<file path="src/rtl/i2s_audio_in.sv">
`default_nettype none
// ============================================================================
// Module      : i2s_audio_in
// Description : I2S stereo receiver. Oversamples bclk/lrclk/sdata on the
//               system clock, aligns to word-select boundaries, checks slot
//               lengths and presents left/right sample pairs with a valid pulse.
// Revision    : 1.0 - initial release
// ============================================================================
module i2s_audio_in #(
    parameter int DATA_W      = 16,
    parameter int SLOT_W      = 32,
    parameter int SYNC_STAGES = 2
) (
    input  logic              clk,
    input  logic              rst,
    input  logic              i_en,
    input  logic              i_bclk,
    input  logic              i_lrclk,
    input  logic              i_sdata,
    output logic [DATA_W-1:0] o_left,
    output logic [DATA_W-1:0] o_right,
    output logic              o_valid,
    output logic              o_locked,
    output logic              o_frame_err
);

    // Counter must hold SLOT_W+1 (saturation value).
    localparam int c_CNT_W = $clog2(SLOT_W + 2);
    localparam logic [c_CNT_W-1:0] c_SAT      = c_CNT_W'(SLOT_W + 1);
    localparam logic [c_CNT_W-1:0] c_DATA_LEN = c_CNT_W'(DATA_W);
    localparam logic [c_CNT_W-1:0] c_SLOT_LEN = c_CNT_W'(SLOT_W);

    localparam logic [1:0] c_SEEK = 2'd0;
    localparam logic [1:0] c_RUN  = 2'd1;
    localparam logic [1:0] c_ERR  = 2'd2;

    logic [SYNC_STAGES-1:0] r_bclk_sync;
    logic [SYNC_STAGES-1:0] r_ws_sync;
    logic [SYNC_STAGES-1:0] r_sd_sync;
    logic                   r_bclk_prev;

    logic [1:0]         r_state;
    logic               r_ws_d;
    logic [c_CNT_W-1:0] r_bit_cnt;
    logic [DATA_W-1:0]  r_shift;
    logic [DATA_W-1:0]  r_left_buf;
    logic               r_left_ok;

    logic               w_bclk_s;
    logic               w_ws;
    logic               w_sd;
    logic               w_edge;
    logic               w_boundary;
    logic [c_CNT_W-1:0] w_len;
    logic               w_len_ok;
    logic [c_CNT_W-1:0] w_cnt_inc;
    logic [DATA_W-1:0]  w_shift_next;

    // Multi-stage synchronizers for the three asynchronous pins plus bclk history.
    always_ff @(posedge clk) begin
        if (rst) begin
            r_bclk_sync <= '0;
            r_ws_sync   <= '0;
            r_sd_sync   <= '0;
            r_bclk_prev <= 1'b0;
        end else begin
            r_bclk_sync <= {r_bclk_sync[SYNC_STAGES-2:0], i_bclk};
            r_ws_sync   <= {r_ws_sync[SYNC_STAGES-2:0], i_lrclk};
            r_sd_sync   <= {r_sd_sync[SYNC_STAGES-2:0], i_sdata};
            r_bclk_prev <= w_bclk_s;
        end
    end

    // Edge detection, slot-length evaluation and next shift-register value.
    always_comb begin
        w_bclk_s     = r_bclk_sync[SYNC_STAGES-1];
        w_ws         = r_ws_sync[SYNC_STAGES-1];
        w_sd         = r_sd_sync[SYNC_STAGES-1];
        w_edge       = w_bclk_s & ~r_bclk_prev;
        w_boundary   = (w_ws != r_ws_d);
        // The current edge counts as part of the slot, hence +1.
        w_len        = r_bit_cnt + c_CNT_W'(1);
        w_len_ok     = (w_len >= c_DATA_LEN) && (w_len <= c_SLOT_LEN);
        w_cnt_inc    = (r_bit_cnt == c_SAT) ? r_bit_cnt : w_len;
        // Bits beyond DATA_W are dropped so long slots truncate to the MSBs.
        w_shift_next = (r_bit_cnt < c_DATA_LEN) ? {r_shift[DATA_W-2:0], w_sd} : r_shift;
    end

    // Framing FSM: seek a boundary, capture slots, flag bad slot lengths.
    always_ff @(posedge clk) begin
        if (rst) begin
            r_state     <= c_SEEK;
            r_ws_d      <= 1'b0;
            r_bit_cnt   <= '0;
            r_shift     <= '0;
            r_left_buf  <= '0;
            r_left_ok   <= 1'b0;
            o_left      <= '0;
            o_right     <= '0;
            o_valid     <= 1'b0;
            o_locked    <= 1'b0;
            o_frame_err <= 1'b0;
        end else begin
            o_valid     <= 1'b0;
            o_frame_err <= 1'b0;
            // Word-select history tracks every edge so re-enabling sees no false boundary.
            if (w_edge) begin
                r_ws_d <= w_ws;
            end
            if (!i_en) begin
                r_state   <= c_SEEK;
                r_bit_cnt <= '0;
                r_shift   <= '0;
                r_left_ok <= 1'b0;
                o_locked  <= 1'b0;
            end else begin
                case (r_state)
                    c_SEEK: begin
                        if (w_edge && w_boundary) begin
                            r_state   <= c_RUN;
                            r_bit_cnt <= '0;
                            r_shift   <= '0;
                            r_left_ok <= 1'b0;
                        end
                    end
                    c_RUN: begin
                        if (w_edge) begin
                            if (w_boundary) begin
                                r_bit_cnt <= '0;
                                r_shift   <= '0;
                                if (w_len_ok) begin
                                    o_locked <= 1'b1;
                                    if (!r_ws_d) begin
                                        r_left_buf <= w_shift_next;
                                        r_left_ok  <= 1'b1;
                                    end else begin
                                        // A right slot only publishes when its left partner was good.
                                        r_left_ok <= 1'b0;
                                        if (r_left_ok) begin
                                            o_left  <= r_left_buf;
                                            o_right <= w_shift_next;
                                            o_valid <= 1'b1;
                                        end
                                    end
                                end else begin
                                    r_state     <= c_ERR;
                                    r_left_ok   <= 1'b0;
                                    o_locked    <= 1'b0;
                                    o_frame_err <= 1'b1;
                                end
                            end else begin
                                r_shift   <= w_shift_next;
                                r_bit_cnt <= w_cnt_inc;
                                // Overlong slot aborts immediately instead of waiting for lrclk.
                                if (w_cnt_inc == c_SAT) begin
                                    r_state     <= c_ERR;
                                    r_left_ok   <= 1'b0;
                                    o_locked    <= 1'b0;
                                    o_frame_err <= 1'b1;
                                end
                            end
                        end
                    end
                    c_ERR: begin
                        r_state   <= c_SEEK;
                        r_bit_cnt <= '0;
                        r_shift   <= '0;
                    end
                    default: begin
                        r_state <= c_SEEK;
                    end
                endcase
            end
        end
    end

endmodule
`default_nettype wire
</file>
<file path="config.mk">
export PLATFORM = sky130hd
export DESIGN_NAME = i2s_audio_in
export DESIGN_NICKNAME = d
export VERILOG_FILES = /design/src/rtl/i2s_audio_in.sv
export SDC_FILE = /design/constraint.sdc
export NUM_CORES = 1
export LEC_CHECK = 0
export BUFFER_PORTS_ARGS = -buffer_cell sky130_fd_sc_hd__buf_2
export CAP_MARGIN = 20
export CORE_MARGIN = 4
export CORE_UTILIZATION = 40
export CTS_CLUSTER_SIZE = 14
export DETAILED_ROUTE_END_ITERATION = 16
export GPL_TIMING_DRIVEN = 0
export PLACE_DENSITY = 0.56
export SLEW_MARGIN = 20
export SYNTH_ARGS = -nofsm -noshare
export SYNTH_HDL_FRONTEND = slang
export SYNTH_SLANG_ARGS = --single-unit
</file>
<file path="constraint.sdc">
create_clock -name clk -period 3 [get_ports clk]
set_clock_uncertainty 0.15 [all_clocks]
set_input_delay 0.45 -clock clk [delete_from_list [all_inputs] [get_ports clk]]
set_output_delay 0.45 -clock clk [all_outputs]
set_load 0.1 [all_outputs]
</file>
==> flow_summary.toml <==
[layout]
antennaDiodeCount = 0
fin_nets = 449
layout-drive-gt1-share = 0.169
final_area_um2 = 4320
area_growth_pct = 14.5

[clock_tree]
path_clk_slew_ns = 0.09
root_buffer = "clkbuf_8"
htreeDepth = 3
cts_tree = "done"
cts_inserted_buffers = 9
holdBufCountCts = 0
cts_max_path_buffers = 2
worstSkewPairLatency_ns = 0.35
clock_sinks = 84
post_cts_resized = 0
post_cts_buffers = 0

[placed_design]
globalplace.congestion = 0.840
dp_hpwl_um = 6060
placed_cell_area_um2 = 4120
place.port_buffers = 40

[power]
netSwitchingFraction = 0.228
vdd.ir_drop.worst_mv = 0.276
seqPwrFrac = 0.556
p_switching_mw = 0.459
finalPower_mw = 2.02
powerDensity_nw_per_um2 = 466
combPwrFrac = 0.027
power.static_leakage_nw = 1.91
p_int_mw = 1.56
clkPwrFrac = 0.417

[sta]
drv_slew = 0
setup_violations = 0
min_period_ns = 2.57
fin_crit_sh = 0.857
timing.fmax_mhz = 389
maxSlewHeadroom = 0.616
setup-tns-final_ns = 0
final_hold_viol_count = 0
rsz0062_at_grt = "false"
max_slew.worst_pin.slew_ns = 0.575

[routing]
vias = 2921
drc_errors = 0
drt_wl_total_um = 8280
drtAntennaViolNets = 0
first_pass_iters = 4
routedWlPerCell_um = 14.9
first_iter_violations = 162
viasPerCell = 5.25

[worst_setup_path]
startpoint_type = "flip-flop"
crit_arrival_ns = 2.71
reg2regPathDepth = 8
reg2reg_to = "r_left_buf[9]"
cp-end-kind = "flip-flop"
worstPathRequired_ns = 3.14
rrSetupSlack_ns = 0.43
path_class = "flip-flop to flip-flop"
worstPathCellList = "ha_1, buf_2, xnor2_1, a32o_2, o2111a_2, o2111ai_4, buf_12, mux2i_1"
crit_slowest_cell = "dfxtp_1"
slowest_delay_ns = 0.52
cp_max_fo = 10
rr_startpoint = "r_bit_cnt[0]"

[global_route]
overflow = 0
grt_pass1_wl_um = 14200
met1_usage = 0.217
grt_pass1_vias = 2795
use_met3 = 0.0383
busiest_layer = "met2"
antenna_found_initial = 0
grt_usage = 0.158
grt_start_max_net_pins = 16
use_met2 = 0.242

[logic_synthesis]
synth.most_common_cell = "dfxtp_1"
yosysTopAreaCell = "dfxtp_1"
synthFlopType = "dfxtp_1"
synth.cells.most_frequent = "84 x dfxtp_1, 50 x mux2i_1, 49 x nand2b_1"
yosys_register_bits = 84
synth_edf_count = 0
async_flop_share = 0
synth_top_area_frac = 0.445
synth_area_leaders = "dfxtp_1 45%, mux2i_1 13%, nand2b_1 8.1%, a21o_1 3.4%, a22oi_1 3.0%"
synth_cells = 389
avgSynthCellArea_um2 = 9.71
syn_nets = 398
syn_area_um2 = 3780
yosysSeqAreaShare = 0.445
ys_warn_count = 0
synth_cell_types = 48

[floorplan]
design.core.area_um2 = 9200
std_cell_rows = 35
initial_utilization = 0.411
fp.dieW_um = 105
die_h_um = 105
die_area_um2 = 11100
io_pins = 41

[worst_hold_path]
whs_endpoint = "r_sd_sync[0]"
whs_path_depth = 2
worstHoldStart = "i_sdata"
hp-class = "primary input to flip-flop"

[job]
drv_cap = 0

[run_status]
outcome = "finished, final reports clean"
-- metrics by stage --
step	hold slack, ns	setup WS (ns)	utilization	instances
final	0.161	0.430	0.470	556
after global routing	0.149	0.254	0.470	556
after CTS	0.144	0.412	0.470	556
after detailed placement	0.277	0.435	0.447	540
after global placement	0.266	0.469	0.447	540
after floorplan	0.264	0.762	-	389
-- logic make-up after synthesis --
group	Yosys count	synth area share
AO/OA/AOI/OAI	84	0.163
AND/OR/NAND/NOR	135	0.195
adder cells (fa/ha/maj)	3	0.00994
buffers and inverters	28	0.0414
XOR/XNOR	4	0.00928
multiplexers	51	0.136
flip-flops	84	0.445
-- power groups by stage --
| stage | logic, mW | registers (mW) | clock network, mW |
|---|---|---|---|
| 2_1_floorplan | 0.0364 | 1.15 | 0 |
| 3_3_place_gp | 0.0540 | 1.15 | 0 |
| 3_5_place_dp | 0.0546 | 1.15 | 0 |
| 4_1_cts | 0.0543 | 1.12 | 0.871 |
| 5_1_grt | 0.0598 | 1.12 | 0.910 |
| 6_report | 0.0540 | 1.12 | 0.840 |
-- critical path, delay by kind of cell (launching register included) --
kind,cells,cell delay [ns]
AOI/OAI and AO/OA,3,0.95
xor gates and xnor gates,1,0.08
adders and majority gates,1,0.20
buffers and inverters,2,0.40
DFF,1,0.52
muxes,1,0.18
-- cell usage in the layout, fill, tap and decap left out, types with 4 or more instances in the layout --
| cell | n |
|---|---|
| clkbuf_1 | 15 |
| nand2_1 | 22 |
| a22oi_1 | 15 |
| a21oi_1 | 10 |
| o21ai_0 | 22 |
| buf_2 | 44 |
| nand3_1 | 4 |
| a21o_1 | 17 |
| clkbuf_8 | 10 |
| nor2_1 | 28 |
| o21a_1 | 5 |
| mux2i_1 | 50 |
| nand2b_1 | 49 |
| nor2b_1 | 11 |
| dfxtp_1 | 84 |
| nor3_1 | 4 |
-- layout make-up --
class,count,area [um^2]
Buffer,26,149
Clock inverter,6,70.1
Sequential cell,84,1680
Tap cell,111,139
Timing Repair Buffer,40,200
Inverter,2,7.51
Clock buffer,10,138
Fill cell,924,4870
Multi-Input combinational cell,277,1940
-- layer usage --
| metal | share of wire | wire length (um) |
|---|---|---|
| met2 | 0.46 | 3790 |
| met4 | 0.013 | 110 |
| met3 | 0.039 | 327 |
| met1 | 0.49 | 4060 |
| met5 | 0 | 0 |
-- sequential cells by signal (all words and copies together) (netlist names) --
register / count
r_bclk_sync: 2
o_right: 16
r_bit_cnt: 6
r_ws_sync: 2
o_locked: 1
r_state: 2
o_valid: 1
r_shift: 16
r_left_ok: 1
o_frame_err: 1
r_left_buf: 16
r_bclk_prev: 1
r_ws_d: 1
o_left: 16
r_sd_sync: 2
-- worst max path at each step --
stage	from	endpoint	slack, ns	cells after the start
CTS	r_bit_cnt[0]	r_left_buf[9]	0.41	8
global placement	r_bit_cnt[0]	r_left_buf[8]	0.47	8
finish	r_bit_cnt[0]	r_left_buf[9]	0.43	8
global route	r_bit_cnt[0]	r_left_buf[15]	0.25	8
detailed placement	r_bit_cnt[0]	r_left_buf[9]	0.43	8
floorplan	r_bit_cnt[0]	r_left_buf[10]	0.76	8
(Power assumes the default switching activity.)
